$ cat src/rtl/branch_compare.sv
// Two-stage valid/ready branch comparator: S1 holds the operands and opcode,
// S2 holds the equality, signed/unsigned less-than and taken/illegal results.
module branch_compare #(
    parameter int WIDTH = 32
) (
    input  logic             clk,
    input  logic             rst,
    input  logic             in_valid,
    output logic             in_ready,
    input  logic [WIDTH-1:0] in_a,
    input  logic [WIDTH-1:0] in_b,
    input  logic [2:0]       in_op,
    output logic             out_valid,
    input  logic             out_ready,
    output logic             out_taken,
    output logic             out_eq,
    output logic             out_lt,
    output logic             out_ltu,
    output logic             out_illegal
);

    localparam logic [2:0] OP_EQ  = 3'b000;
    localparam logic [2:0] OP_NE  = 3'b001;
    localparam logic [2:0] OP_LT  = 3'b100;
    localparam logic [2:0] OP_GE  = 3'b101;
    localparam logic [2:0] OP_LTU = 3'b110;
    localparam logic [2:0] OP_GEU = 3'b111;

    // Equality built as an AND-reduction of per-bit XNORs.
    function automatic logic f_eq(input logic [WIDTH-1:0] a, input logic [WIDTH-1:0] b);
        logic acc;
        acc = 1'b1;
        for (int i = 0; i < WIDTH; i++) begin
            acc = acc & ~(a[i] ^ b[i]);
        end
        return acc;
    endfunction

    // Signed order comes from the sign bits when they differ; otherwise it matches unsigned.
    function automatic logic f_lt(input logic [WIDTH-1:0] a, input logic [WIDTH-1:0] b,
                                  input logic ltu);
        logic res;
        if (a[WIDTH-1] != b[WIDTH-1]) begin
            res = a[WIDTH-1];
        end else begin
            res = ltu;
        end
        return res;
    endfunction

    logic             s1_valid_q, s1_valid_d;
    logic [WIDTH-1:0] a_q, a_d, b_q, b_d;
    logic [2:0]       op_q, op_d;
    logic             s2_valid_q, s2_valid_d;
    logic             taken_q, taken_d, eq_q, eq_d, lt_q, lt_d, ltu_q, ltu_d, ill_q, ill_d;

    logic eq_s, lt_s, ltu_s, taken_s, ill_s;
    logic s2_load_s, in_fire_s;

    // Compare the operands held in S1.
    always_comb begin
        eq_s    = f_eq(a_q, b_q);
        ltu_s   = (a_q < b_q);
        lt_s    = f_lt(a_q, b_q, ltu_s);
        taken_s = 1'b0;
        ill_s   = 1'b0;
        case (op_q)
            OP_EQ:   taken_s = eq_s;
            OP_NE:   taken_s = ~eq_s;
            OP_LT:   taken_s = lt_s;
            OP_GE:   taken_s = ~lt_s;
            OP_LTU:  taken_s = ltu_s;
            OP_GEU:  taken_s = ~ltu_s;
            default: ill_s   = 1'b1;
        endcase
    end

    assign s2_load_s = ~s2_valid_q | out_ready;
    assign in_ready  = ~s1_valid_q | s2_load_s;
    assign in_fire_s = in_valid & in_ready;

    // Next state for both pipeline stages; S2 takes whatever S1 holds whenever it may load.
    always_comb begin
        s1_valid_d = s1_valid_q;
        a_d        = a_q;
        b_d        = b_q;
        op_d       = op_q;
        s2_valid_d = s2_valid_q;
        taken_d    = taken_q;
        eq_d       = eq_q;
        lt_d       = lt_q;
        ltu_d      = ltu_q;
        ill_d      = ill_q;
        if (in_fire_s) begin
            s1_valid_d = 1'b1;
            a_d        = in_a;
            b_d        = in_b;
            op_d       = in_op;
        end else if (s2_load_s) begin
            s1_valid_d = 1'b0;
        end else begin
            s1_valid_d = s1_valid_q;
        end
        if (s2_load_s) begin
            s2_valid_d = s1_valid_q;
            taken_d    = s1_valid_q & taken_s;
            eq_d       = s1_valid_q & eq_s;
            lt_d       = s1_valid_q & lt_s;
            ltu_d      = s1_valid_q & ltu_s;
            ill_d      = s1_valid_q & ill_s;
        end else begin
            s2_valid_d = s2_valid_q;
        end
    end

    // Pipeline registers with synchronous reset.
    always_ff @(posedge clk) begin
        if (rst) begin
            s1_valid_q <= 1'b0;
            a_q        <= {WIDTH{1'b0}};
            b_q        <= {WIDTH{1'b0}};
            op_q       <= 3'b000;
            s2_valid_q <= 1'b0;
            taken_q    <= 1'b0;
            eq_q       <= 1'b0;
            lt_q       <= 1'b0;
            ltu_q      <= 1'b0;
            ill_q      <= 1'b0;
        end else begin
            s1_valid_q <= s1_valid_d;
            a_q        <= a_d;
            b_q        <= b_d;
            op_q       <= op_d;
            s2_valid_q <= s2_valid_d;
            taken_q    <= taken_d;
            eq_q       <= eq_d;
            lt_q       <= lt_d;
            ltu_q      <= ltu_d;
            ill_q      <= ill_d;
        end
    end

    assign out_valid   = s2_valid_q;
    assign out_taken   = taken_q;
    assign out_eq      = eq_q;
    assign out_lt      = lt_q;
    assign out_ltu     = ltu_q;
    assign out_illegal = ill_q;

endmodule

$ cat config.mk
export PLATFORM = sky130hd
export DESIGN_NAME = branch_compare
export DESIGN_NICKNAME = d
export VERILOG_FILES = /design/src/rtl/branch_compare.sv
export SDC_FILE = /design/constraint.sdc
export NUM_CORES = 1
export LEC_CHECK = 0
export CAP_MARGIN = 20
export CORE_MARGIN = 3
export CORE_UTILIZATION = 38
export DETAILED_ROUTE_END_ITERATION = 10
export DONT_BUFFER_PORTS = 1
export MAX_ROUTING_LAYER = met4
export PLACE_DENSITY_LB_ADDON = 0.1
export SYNTH_ARGS = -nofsm -noshare
export SYNTH_HDL_FRONTEND = slang
export SYNTH_SLANG_ARGS = --single-unit
$ cat constraint.sdc
create_clock -name clk -period 6.55 [get_ports clk]
set_clock_uncertainty 0.15 [all_clocks]
set_input_delay 1.31 -clock clk [delete_from_list [all_inputs] [get_ports clk]]
set_output_delay 1.31 -clock clk [all_outputs]
set_load 0.005 [all_outputs]
Word-level counts from Yosys, hierarchy flattened
Index checks and enable logic that the tools add are counted.
- bits in read-only memories: 0
- RAM bits: 0
- input bits: 71
- output and inout port bits: 7
- logic and storage cells: 133
- bits in latches: 0
- memories kept: 0
- bits in registers: 74
- magnitude comparators: 1
- add/subtract/negate cells: 0
- shift-type cells: 0
- divide/modulo/power cells: 0
- bitwise gates (word level): 108
- muxes and demuxes: 5
- equality and inequality tests: 6
- reductions and logical operators: 3
- multiply operators: 0
- operator list (cell ; number):
    $and 1x1->1 ; 37
    $not 1->1 ; 37
    $lt 32x32->1 ; 1
    $xor 1x1->1 ; 32
    $eq 3x3->1 const B ; 4
    $pmux 1 s6 ; 1
    $reduce_or 6->1 ; 1
    $mux 1 ; 4
    $eq 3x1->1 const B ; 1
    $logic_not 3->1 ; 1
    $or 1x1->1 ; 2
    $reduce_bool 2->1 ; 1
    $ne 1x1->1 ; 1

Depth between registers and ports, before layout
- word-level depth: 36
- depth in mapped cells: 8
- gate-level depth less buffers: 8

Least setup slack after synthesis
No wires, ideal clock.
- path type: input port to output port
- from: in out_ready
- to: out in_ready
- stages: 2
- setup slack: 3484 ps
- required time: 5090 ps
- data arrival time: 1606 ps
- buffers on the path: 0
- path through: nor2b_1 > nand2_1
- cells in the longest elaborated chain, start to end: 2
- RTL lines (what ; line ; text):
    from (decl) ; 14 ; input logic out_ready,
    $or 1x1->1 ; 78 ; assign s2_load_s = ~s2_valid_q | out_ready;
    $or 1x1->1 ; 79 ; assign in_ready = ~s1_valid_q | s2_load_s;
    to (decl) ; 9 ; output logic in_ready,
No other way between the ends.

Worst setup path after layout
Same ends and word-level chain as after synthesis.

==> run_results.csv <==
group,metric,value,unit
place,gp_congestion,0.7878,
grt,grt_overflow,0,
pwr,pwr-share-comb,11.6,%
clock_tree,cts_tree,"yes",
yosys,synthTopCellsByArea,"dfxtp_1 (43%), nand2_1 (16%), a21oi_1 (12%)",
yosys,syn_nets,555,
critical_path,timing.rr.end,"a_q[26]",
route,drtAntennaViolNets,0,
layout,area_delta_synth_final,7.773,%
layout,final_cells,553,
critical_path,path_cells,"nor2b_1 -> nand2_1",
timing,tightestPinTransition,853.8,ps
die,die-area,10290,µm²
worst_hold_path,hp-start,"b_q[1]",
critical_path,end_kind,"output port",
layout,finish.utilization,42.56,%
pwr,switchingPower,0.0002419,W
timing,report.final.hold_viol_count,0,
route,wl_per_cell,13.28,µm
timing,post-route-period-util,56.64,%
timing,rsz0062_at_grt,"no",
yosys,ys_ff_latch,74,
critical_path,cp_num_cells,2,
die,core,8763,µm²
pwr,leakage,1.488,nW
layout,fill_cells,960,
critical_path,crit_buf_inv,0,
clock_tree,postCtsSetupRepairBufs,0,
pwr,ir_drop,0.09103,mV
route,drt_iter0_markers,62,
grt,grtUsageTotal,15.41,%
pwr,p_clk_share,36.8,%
layout,design_area,3730,µm²
critical_path,path_max_fanout,13,
place,port_buffers,0,
critical_path,path_class,"in2out",
job,maxCapViolCount,0,
die,pin_count,78,
clock_tree,cts_buffers,9,
grt,grt_pass1_wl,12120,µm
yosys,yosys_warnings,0,
route,drc,0,
grt,grt_pass1_vias,2658,
yosys,syn_area_per_cell,7.657,µm²
timing,max_freq,269.6,MHz
grt,antenna_found_initial,0,
critical_path,critPathArrivalTime,2250,ps
pwr,cell_internal_pwr,0.0007076,W
pwr,switching_share,25.48,%
layout,final_layout_size_suffix_gt1_share,4.944,%
yosys,synth_area,3461,µm²
place,dpl_cell_area,3513,µm²
critical_path,r2r-start,"out_valid",
clock_tree,post_cts_resized,0,
worst_hold_path,whs_path_depth,2,
critical_path,rr_worst_depth,6,
route,dr.pass1.iters,4,
place,hpwlAfterDp,5157,µm
critical_path,crit_slowest_cell,"nor2b_1",
layout,layout_common_cells,"nand2_1 (143), a21oi_1 (85), dfxtp_1 (74)",
critical_path,critPathRequiredTime,5090,ps
layout,multiInputGateArea,1765,µm²
critical_path,path_delay_family,"simple AND/OR/NAND/NOR gates",
timing,post-route-min-period,3710,ps
route,viasPerCell,4.960,
yosys,netlist.area_leader.share,42.81,%
die,die_h,101.4,µm
layout,fin_nets,543,
critical_path,max_stage_delay,640,ps
yosys,synth_top_area_cell,"dfxtp_1",
clock_tree,clock_latency,330,ps
clock_tree,cts.reportedPaths.clkPinSlew,80,ps
worst_hold_path,hold_class,"reg2reg",
pwr,seq_power_share,51.5,%
clock_tree,numClockSinks,74,
clock_tree,clk_path_buf_depth,2,
yosys,syn_inst,452,
critical_path,start_kind,"input pin",
layout,final_common_cell,"nand2_1",
die,start_util,39.49,%
critical_path,critPathLaunch,"out_ready",
route,via_count,2743,
worst_hold_path,hold-path-endpoint,"b_q[1]",
yosys,ys_seq_area_share,42.81,%
die,die_w,101.4,µm
outcome,status,"complete, no violations",
timing,slew_headroom,42.96,%
place,place_inst,536,
timing,drv_slew,0,
timing,tns,0,ps
pwr,p_per_area,254.6,nW/µm²
clock_tree,hold_buffers,0,
yosys,synth_cell_types,33,
critical_path,r2r_slack,3760,ps
layout,regArea,1481,µm²
route,wl,7346,µm
clock_tree,ctsRootBufferMaster,"clkbuf_8",
grt,grt_max_degree,76,
die,rows,34,
layout,antenna_cells,0,
timing,setup_viol,0,
clock_tree,htreeDepth,3,
[power groups by stage]
stage	clock network (W)	registers [W]	logic [W]
5_1_grt	0.000385	0.000493	0.000131
4_1_cts	0.000367	0.000490	0.000113
3_3_place_gp	0	0.000500	0.000110
2_1_floorplan	0	0.000495	0.0000979
6_report	0.000350	0.000489	0.000111
3_5_place_dp	0	0.000500	0.000112
[worst register-to-register path: cells and delay by family, from the launching register on]
kind / cells / cell delay, ps
simple gates: 4 / 1620
compound gates: 1 / 150
flops: 1 / 360
buf+inv: 1 / 440
[sequential cells by signal (all words and copies together), names as in the netlist]
signal and flops:
a_q 32, op_q 3, out_valid 1, out_eq 1, out_illegal 1, out_lt 1
b_q 32, s1_valid_q 1, out_taken 1, out_ltu 1
[cell families (layout without fill, tap and decap cells)]
family / after synthesis / after routing / share of synthesized area [%]
simple gates: 186 / 186 / 23.21
compound gates: 100 / 100 / 15.62
flops: 74 / 74 / 42.81
buf+inv: 58 / 51 / 6.291
fa+ha+maj: 32 / 32 / 11.57
xor+xnor: 2 / 2 / 0.5062
[Yosys cell counts (all sizes together)]
library cell / count
nor3: 6
a221oi: 1
buf: 3
a32o: 1
a211oi: 1
nor2b: 3
or4: 1
dfxtp: 74
and2b: 1
o31ai: 1
ha: 32
a21o: 2
o21a: 1
inv: 33
o211ai: 1
and4: 1
xor2: 1
nand4: 8
nor3b: 3
and2: 1
a21oi: 85
o311ai: 1
xnor2: 1
nor4: 1
a41o: 1
clkbuf: 22
o22ai: 1
nor2: 9
nand2: 144
o21ai: 2
a21boi: 2
nand3: 8
[metal layers]
layer | track usage (%) | vias to the layer above | wire length [µm]
li1 | - | 1469 | -
met1 | 18.10 | 1205 | 3373
met2 | 24.55 | 65 | 3447
met3 | 6.543 | 4 | 491
met4 | 3.476 | 0 | 34
met5 | - | - | 0
[how the worst max path moves through the flow]
stage,endpoint,slack [ps]
after detailed placement,a_q[22],2770
after floorplan,in_ready,3480
final,in_ready,2840
after global routing,in_ready,2750
after global placement,a_q[27],2820
after CTS,in_ready,2830
[layout make-up]
type	count	area share (%)
clock buffers	12	3.891
clock inverters	4	1.375
inverters	33	3.321
multi-input cells	320	47.33
flip-flops and latches	74	39.72
well taps	108	3.623
repair buffers	2	0.7380
[through the flow]
| stage | worst slack, ps | power (W) | hold slack [ps] |
|---|---|---|---|
| after global placement | 2816 | 0.0006100 | 289.6 |
| after CTS | 2825 | 0.0009698 | 301.1 |
| after global routing | 2750 | 0.001009 | 317.4 |
| after detailed placement | 2769 | 0.0006121 | 291.2 |
| after floorplan | 3484 | 0.0005932 | 286.3 |
| final | 2840 | 0.0009495 | 299.8 |
Power figures use the tool's default switching activity.
